### src/rtl/stream_memory_pkg.sv
// Shared types for the stream_memory packet buffer.
// Holds the controller state encoding used by the top level.
package stream_memory_pkg;

    typedef enum logic [1:0] {
        S_IDLE  = 2'd0,
        S_WRITE = 2'd1,
        S_HOLD  = 2'd2,
        S_READ  = 2'd3
    } state_t;

endpackage

### src/rtl/stream_memory_ram.sv
// Word storage for stream_memory: synchronous byte-enable write port,
// combinational read port. Contents are never cleared.
module stream_memory_ram #(
    parameter int DATA_WIDTH = 32,
    parameter int DEPTH      = 16,
    localparam int ADDR_WIDTH = $clog2(DEPTH),
    localparam int STRB_WIDTH = DATA_WIDTH / 8
) (
    input  logic                  clk,
    input  logic                  we,
    input  logic [ADDR_WIDTH-1:0] waddr,
    input  logic [DATA_WIDTH-1:0] wdata,
    input  logic [STRB_WIDTH-1:0] wstrb,
    input  logic [ADDR_WIDTH-1:0] raddr,
    output logic [DATA_WIDTH-1:0] rdata
);

    logic [DATA_WIDTH-1:0] mem [DEPTH];

    always_ff @(posedge clk) begin
        if (we) begin
            for (int b = 0; b < STRB_WIDTH; b++) begin
                if (wstrb[b]) begin
                    mem[waddr][b*8 +: 8] <= wdata[b*8 +: 8];
                end
            end
        end
    end

    assign rdata = mem[raddr];

endmodule

### src/rtl/stream_memory.sv
// Single-packet store-and-forward buffer: captures one AXI-Stream packet on
// s01, holds it, then replays it on m01 when rd_start is pulsed.
module stream_memory
    import stream_memory_pkg::*;
#(
    parameter int DATA_WIDTH = 32,
    parameter int DEPTH      = 16,
    localparam int ADDR_WIDTH = $clog2(DEPTH),
    localparam int STRB_WIDTH = DATA_WIDTH / 8
) (
    input  logic                  axis_aclk,
    input  logic                  axis_areset,
    input  logic [DATA_WIDTH-1:0] s01_axis_tdata,
    input  logic [STRB_WIDTH-1:0] s01_axis_tstrb,
    input  logic                  s01_axis_tvalid,
    input  logic                  s01_axis_tlast,
    output logic                  s01_axis_tready,
    output logic [DATA_WIDTH-1:0] m01_axis_tdata,
    output logic [STRB_WIDTH-1:0] m01_axis_tstrb,
    output logic                  m01_axis_tvalid,
    output logic                  m01_axis_tlast,
    input  logic                  m01_axis_tready,
    input  logic                  rd_start,
    output logic [ADDR_WIDTH:0]   word_count,
    output logic                  overflow
);

    localparam logic [ADDR_WIDTH:0] LAST_IDX = (ADDR_WIDTH+1)'(DEPTH - 1);
    localparam logic [ADDR_WIDTH:0] ONE      = (ADDR_WIDTH+1)'(1);

    state_t                state;
    state_t                next_state;
    logic                  wr_fire;
    logic                  rd_fire;
    logic                  rd_launch;
    logic                  wr_full;
    logic [ADDR_WIDTH:0]   rd_ptr;
    logic [ADDR_WIDTH-1:0] rd_addr;
    logic [DATA_WIDTH-1:0] rd_word;

    assign wr_fire   = s01_axis_tvalid && s01_axis_tready;
    assign rd_fire   = (state == S_READ) && m01_axis_tvalid && m01_axis_tready;
    assign rd_launch = (state == S_HOLD) && rd_start;
    assign wr_full   = (word_count == LAST_IDX);

    // rd_ptr always names the next word to present; word 0 is fetched on launch.
    assign rd_addr = (state == S_HOLD) ? '0 : rd_ptr[ADDR_WIDTH-1:0];

    stream_memory_ram #(
        .DATA_WIDTH(DATA_WIDTH),
        .DEPTH     (DEPTH)
    ) u_ram (
        .clk  (axis_aclk),
        .we   (wr_fire),
        .waddr(word_count[ADDR_WIDTH-1:0]),
        .wdata(s01_axis_tdata),
        .wstrb(s01_axis_tstrb),
        .raddr(rd_addr),
        .rdata(rd_word)
    );

    always_ff @(posedge axis_aclk) begin
        if (axis_areset) begin
            state <= S_IDLE;
        end else begin
            state <= next_state;
        end
    end

    always_comb begin
        next_state = state;
        case (state)
            S_IDLE: begin
                if (wr_fire) begin
                    next_state = s01_axis_tlast ? S_HOLD : S_WRITE;
                end
            end
            S_WRITE: begin
                if (wr_fire && (s01_axis_tlast || wr_full)) begin
                    next_state = S_HOLD;
                end
            end
            S_HOLD: begin
                if (rd_start) begin
                    next_state = S_READ;
                end
            end
            S_READ: begin
                if (rd_fire && m01_axis_tlast) begin
                    next_state = S_IDLE;
                end
            end
            default: next_state = S_IDLE;
        endcase
    end

    always_comb begin
        s01_axis_tready = (state == S_IDLE) || (state == S_WRITE);
    end

    always_ff @(posedge axis_aclk) begin
        if (axis_areset) begin
            word_count      <= '0;
            overflow        <= 1'b0;
            rd_ptr          <= '0;
            m01_axis_tvalid <= 1'b0;
            m01_axis_tlast  <= 1'b0;
            m01_axis_tdata  <= '0;
            m01_axis_tstrb  <= '0;
        end else begin
            if (wr_fire) begin
                word_count <= word_count + ONE;
                // Packet ran past the last slot without tlast: truncate it.
                if ((state == S_WRITE) && wr_full && !s01_axis_tlast) begin
                    overflow <= 1'b1;
                end
            end
            if (rd_launch) begin
                m01_axis_tvalid <= 1'b1;
                m01_axis_tdata  <= rd_word;
                m01_axis_tlast  <= (word_count == ONE);
                m01_axis_tstrb  <= '1;
                rd_ptr          <= ONE;
            end else if (rd_fire) begin
                if (m01_axis_tlast) begin
                    m01_axis_tvalid <= 1'b0;
                    m01_axis_tlast  <= 1'b0;
                    word_count      <= '0;
                end else begin
                    m01_axis_tdata <= rd_word;
                    m01_axis_tlast <= (rd_ptr == (word_count - ONE));
                    rd_ptr         <= rd_ptr + ONE;
                end
            end
        end
    end

endmodule

### config.mk
export PLATFORM = sky130hd
export DESIGN_NAME = stream_memory
export DESIGN_NICKNAME = d
export VERILOG_FILES = /design/src/rtl/stream_memory_pkg.sv /design/src/rtl/stream_memory_ram.sv /design/src/rtl/stream_memory.sv
export SDC_FILE = /design/constraint.sdc
export NUM_CORES = 1
export LEC_CHECK = 0
export CORE_ASPECT_RATIO = 0.5
export CORE_MARGIN = 8
export CORE_UTILIZATION = 55
export CTS_CLUSTER_SIZE = 8
export DETAILED_ROUTE_END_ITERATION = 10
export PLACE_DENSITY = 0.74
export SLEW_MARGIN = 20
export SYNTH_ARGS = -nofsm -noshare
export SYNTH_HDL_FRONTEND = slang
export SYNTH_SLANG_ARGS = --single-unit
### constraint.sdc
create_clock -name axis_aclk -period 2.2 [get_ports axis_aclk]
set_clock_uncertainty 0.15 [all_clocks]
set_input_delay 0.44 -clock axis_aclk [delete_from_list [all_inputs] [get_ports axis_aclk]]
set_output_delay 0.44 -clock axis_aclk [all_outputs]
set_load 0.01 [all_outputs]
=== Word-level counts from Yosys, hierarchy flattened ===
Memory sizes are Yosys's and may differ from the RTL's.
Index checks and enable logic that the tools add are counted.

* Flip-flop bits (word level): 48
* Memory bits (writable): 512
* Input port bits: 42
* Output and inout bits: 45
* Word-level logic and storage cells: 80
* Memories: 1

* Add/sub/neg operators: 3
* Equal/unequal tests: 11
* Muxes and demuxes: 35
* Bitwise logic cells: 1
* Reductions and logical operators: 20

{| class="wikitable"
|+ Memory list
! name !! depth !! bits a word !! read ports !! clocked after memory_dff !! wr ports !! RTL line !! source
|-
| u_ram.mem || 16 || 32 || 1 || 0 || 1 || stream_memory_ram.sv:18 || <nowiki>logic [DATA_WIDTH-1:0] mem [DEPTH];</nowiki>
|}

{| class="wikitable"
|+ Operator list
! cell !! number
|-
| $mux 32 || 3
|-
| $mux 1 || 21
|-
| $mux 5 || 4
|-
| $add 5x1->5 const B || 2
|-
| $mux 2 || 5
|-
| $logic_and 1x1->1 || 8
|-
| $pmux 2 s4 || 1
|-
| $reduce_and 2->1 || 4
|-
| $ne 2x2->1 const B || 3
|-
| $eq 5x1->1 const B || 1
|-
| $eq 5x4->1 const B || 1
|-
| $eq 5x5->1 || 1
|-
| $sub 5x1->5 const B || 1
|-
| $eq 2x2->1 const B || 2
|-
| $mux 4 || 1
|-
| $ne 2x1->1 const B || 2
|-
| $reduce_and 4->1 || 1
|-
| $reduce_bool 2->1 || 2
|-
| $eq 2x1->1 const B || 1
|-
| $logic_not 2->1 || 1
|-
| $logic_or 1x1->1 || 2
|-
| $reduce_or 2->1 || 1
|-
| $logic_not 1->1 || 1
|-
| $not 1->1 || 1
|}

=== Depth between registers and ports, before layout ===
* Word-level depth: 7
* Gate-level depth with buffers: 8
* Gate-level depth less buffers: 8

=== Hierarchy ===
Synthesis repeated with hierarchy kept, for this count alone.

* Cell total of the unflattened synthesis: 1135
* Area total of the unflattened synthesis: 21589.5 um^2

{| class="wikitable"
|+ By module, submodules not included
! module !! instances !! cells an instance !! area each (um^2) !! sequential area each (um^2)
|-
| stream_memory_ram || 1 || 877 || 19458.7 || 15374.7
|-
| stream_memory || 1 || 258 || 2130.8 || 960.9
|}

=== Least setup slack after synthesis ===
OpenSTA, ideal clock, no wires.

* Kind: reg-to-reg
* Start: register state[0]
* End: memory u_ram.mem[14][24], enable pin
* Setup time: 370 ps
* Data arrival time: 1878 ps
* Required time: 1680 ps
* Setup slack: -198 ps
* Cell stages (with the launch flop): 8
* Path buffers: 2
* Clock period less this slack: 2398 ps
* Cells stage by stage: dfxtp_1 > inv_1 > ha_1 > o21a_1 > clkbuf_1 > nand2_1 > clkbuf_1 > nor2_1

* Longest elaborated chain between the ends: 5
* Elaborated cells on any way between the ends: 6
* Those cells by class: 1 x eq/ne; 2 x mux; 3 x reduce/logical

{| class="wikitable"
|+ RTL lines
! what !! RTL line !! source
|-
| start: declaration || stream_memory.sv:31 || <nowiki>state_t state;</nowiki>
|-
| start signal: assignment || stream_memory.sv:66 || <nowiki>state <= next_state;</nowiki>
|-
| $eq 2x1->1 or $logic_not 2->1 (tied branches) || stream_memory.sv:98 || <nowiki>s01_axis_tready = (state == S_IDLE) || (state == S_WRITE);</nowiki>
|-
| $logic_or 1x1->1 (*) || stream_memory.sv:98 ||
|-
| $logic_and 1x1->1 (*) || stream_memory.sv:41 || <nowiki>assign wr_fire = s01_axis_tvalid && s01_axis_tready;</nowiki>
|-
| $mux 1 (*) || stream_memory_ram.sv:21 || <nowiki>if (we) begin</nowiki>
|-
| $mux 1 (implied by the code) (*) || stream_memory_ram.sv:24 || <nowiki>mem[waddr][b*8 +: 8] <= wdata[b*8 +: 8];</nowiki>
|-
| end: declaration || stream_memory_ram.sv:18 ||
|}

Mark *: on every way between the ends. The rest lies on a longest branch, timed or not.

=== Worst setup path in the final report ===
* Start: register state[1]
* End: output port s01_axis_tready

* Longest elaborated chain between the ends: 2
* Elaborated cells on any way between the ends: 3
* Those cells by class: 1 x eq/ne; 2 x reduce/logical

{| class="wikitable"
|+ RTL lines
! what !! RTL line !! source
|-
| $eq 2x1->1 or $logic_not 2->1 (tied branches) || stream_memory.sv:98 ||
|-
| $logic_or 1x1->1 (*) || stream_memory.sv:98 ||
|-
| end: declaration || stream_memory.sv:17 || <nowiki>output logic s01_axis_tready,</nowiki>
|}

Marks and branches as above.

==> impl_metrics.tcl <==
set metrics [dict create \
    status "finished clean" \
    path_class "flip-flop to primary output" \
    drc_errors 0 \
    synthArstFlopShare_pct 0 \
    cts_tree "done" \
    routed_wl_um 56600 \
    peakVddDrop_uv 644 \
    crit_path_start_kind "flip-flop" \
    cts_sinks 560 \
    gp_congestion 0.851 \
    die_x_um 301 \
    crit_path_end_kind "primary output" \
    vias 13100 \
    core_area_um2 40200 \
    ctsRootBufferMaster "clkbuf_16" \
    syn_area_um2 22300 \
    intPower_mw 20.6 \
    comb_power_share_pct 16.0 \
    path_cells "buf_6 > inv_4 > ha_4 > or2_4 > buf_6" \
    design_area_um2 27600 \
    crit_path_frequent_cell "buf_6" \
    start_util_pct 55.5 \
    switching_share_pct 25.5 \
    wl_per_cell_um 27.3 \
    fin_util_pct 68.6 \
    pwr-share-seq_pct 44.1 \
    setup_violations 0 \
    syn_nets 1335 \
    worstPathArrival_ns 1.60 \
    path_max_fanout 3 \
    placed_cell_area_um2 24900 \
    critPathBufInv 3 \
    drive_above_1_share_pct 26.0 \
    ys_ff_latch 560 \
    synth_cell_types 48 \
    grt_util_all_layers_pct 23.3 \
    clock_latency_ns 0.61 \
    synthToLayoutAreaGrowth_pct 23.6 \
    synth_edf_count 512 \
    synthFlopType "edfxtp_1" \
    worst_slew_pin_slew_ns 0.848 \
    hold_viol 0 \
    power_mw 27.7 \
    period_needed_ns 2.19 \
    die_area_um2 47700 \
    dp_hpwl_um 35700 \
    grt_pass1_vias 13100 \
    grt_pass1_wl_um 83200 \
    synth_warnings 0 \
    crit_slowest_cell "dfxtp_2" \
    clkPwrFrac_pct 39.9 \
    path_delay_family "flip-flops" \
    ys_seq_area_share_pct 73.2 \
    powerDensity_nw_per_um2 1000 \
    h-tree-depth 3 \
    p_leak_nw 8.76 \
    yosysTopAreaCellShare_pct 68.9 \
    num-nets-final 1541 \
    maxSlewHeadroom_pct 43.3 \
    switchingPower_mw 7.07 \
    vias_per_cell 6.31 \
    die_height_um 158 \
    drtIter0Drc 1448 \
    port_buffers 86 \
    yosys-top-cells-area "edfxtp_1 (69%), mux4_2 (6.5%), mux2i_1 (4.4%), dfxtp_1 (4.3%), nor2_1 (1.9%)" \
    yosysTopAreaCell "edfxtp_1" \
    antenna_found_initial 1 \
    whs_ns 0.0563 \
    io-pin-count 87 \
    grt.overflow.total 0 \
    cpPeakStageDelay_ns 0.33 \
    fmax_mhz 457 \
    tns_ns 0 \
    cap_violations 0 \
    fp-row-count 52 \
    required_ns 1.61 \
    syn_area_per_cell_um2 17.4 \
    synthCells 1282 \
    maxSlewViolCount 0 \
    fin_crit_sh_pct 99.5 \
    ant_nets 0 \
    hp-class "input pin to flip-flop" \
    grt_setup_unrepaired "true" \
    grt_max_degree 76 \
    first_pass_iters 5 \
    clock_path_buffers 3 \
    clk_pin_slew_ns 0.05 \
    cts_made_buffers 79 \
]
Yosys cell counts (19+ instances only):
master     number
clkbuf_1       59
a311oi_1       32
o2111ai_1      32
inv_1          39
mux2i_1        99
dfxtp_1        48
mux4_2         64
buf_2          19
a21boi_0       32
o32ai_1        32
o22ai_2        30
nor2_1        111
nor2b_1        36
edfxtp_1      512
a22oi_1        32
cell type report:
type	count	area (um^2)
diodes	1	2.50
clock inverters	7	135
repair buffers	218	2260
inverters	40	153
multi-input cells	589	5870
fillers	2422	12600
well taps	540	676
flip-flops and latches	560	16400
clock buffers	119	2130
path summary, 6_finish.rpt:
kind / start / to / slack [ns] / depth (start not counted)
max: state[1]$_SDFFE_PP0P_ / s01_axis_tready / 0.01 / 5
min: axis_areset / m01_axis_tvalid$_SDFFE_PP0P_ / 0.06 / 3
max reg2reg: state[0]$_SDFFE_PP0P_ / m01_axis_tdata[22]$_SDFFE_PP0P_ / 0.02 / 8
min reg2reg: overflow$_SDFFE_PP0P_ / overflow$_SDFFE_PP0P_ / 0.33 / 2
power groups by stage:
stage / clock [mW] / combinational [mW] / sequential (mW)
finish: 11.0 / 4.42 / 12.2
global route: 11.6 / 4.64 / 12.2
CTS: 11.2 / 4.18 / 12.2
detailed placement: 0 / 4.03 / 12.4
global placement: 0 / 3.92 / 12.4
floorplan: 0 / 2.25 / 12.4
cell families after synthesis:
kind of cell	Yosys count	share of synthesized area, %
DFF	560	73.2
AOI/OAI and AO/OA	207	8.13
and+or+nand+nor	193	3.99
muxes	163	10.9
buffers and inverters	133	2.60
xor gates and xnor gates	15	0.589
adders and majority gates	11	0.617
through the flow:
step / instances / setup WS, ns
after global routing: 2074 / -0.0211
after detailed placement: 1941 / -0.262
after floorplan: 1282 / 0.00327
after CTS: 2067 / -0.0309
final: 2074 / 0.00994
after global placement: 1941 / -0.233
timing repair:
action | CTS | global route
cloned | 0 | 2
gates resized for setup | 51 | 33
endpoints found under the hold margin | 0 | 0
pin swaps | 5 | 12
endpoints found under the setup margin | 552 | 35
hold buffers | 0 | 0
setup buffers | 0 | 4
routing by layer:
| layer | wire length (um) | up-vias | track usage, % |
|---|---|---|---|
| met5 | 87 | - | 0 |
| met4 | 1070 | 2 | 6.73 |
| met3 | 5180 | 97 | 5.29 |
| met2 | 26900 | 750 | 37.5 |
| met1 | 23300 | 6674 | 32.1 |
| li1 | - | 5555 | - |
flip-flops by register name, summed over array words and instances, names as in the netlist:
signal           cells
m01_axis_tlast       1
u_ram.mem          512
m01_axis_tvalid      1
m01_axis_tstrb       1
state                2
m01_axis_tdata      32
rd_ptr               5
word_count           5
overflow             1
worst reg2reg max path, stage by stage, from the launching register on:
cell and delay [ns]:
dfxtp_2 0.32, inv_2 0.05, ha_2 0.20, buf_6 0.18, and3b_1 0.22, buf_6 0.18, a22oi_2 0.25, o2111ai_1 0.16
a311oi_1 0.35
cell usage in the layout (no fill, tap or decap), types with 4 or more instances in the layout:
cell type,netlist,layout
buf_12,0,25
dfxtp_4,0,4
edfxtp_1,512,512
a22oi_2,0,11
buf_6,4,10
buf_4,7,93
o32ai_1,32,26
inv_16,0,4
nor2_4,0,31
a21boi_0,32,27
nor3_1,5,5
dfxtp_2,0,6
o22ai_2,30,31
xnor2_1,8,8
dfxtp_1,48,38
clkbuf_1,59,40
nor2_1,111,80
dlygate4sd2_1,0,5
mux4_2,64,64
a311oi_1,32,28
a22oi_1,32,21
o2111ai_1,32,28
clkbuf_16,0,81
a311oi_2,0,4
nand3_1,6,5
a21boi_1,0,5
o2111ai_2,0,4
o32ai_2,0,6
mux2i_1,99,99
ha_1,11,8
inv_1,39,37
clkdlybuf4s50_1,0,77
nand4_1,4,4
xor2_1,7,7
nand2_1,18,18
nor2b_1,36,35
No activity file was read; power rests on OpenSTA's default activity.
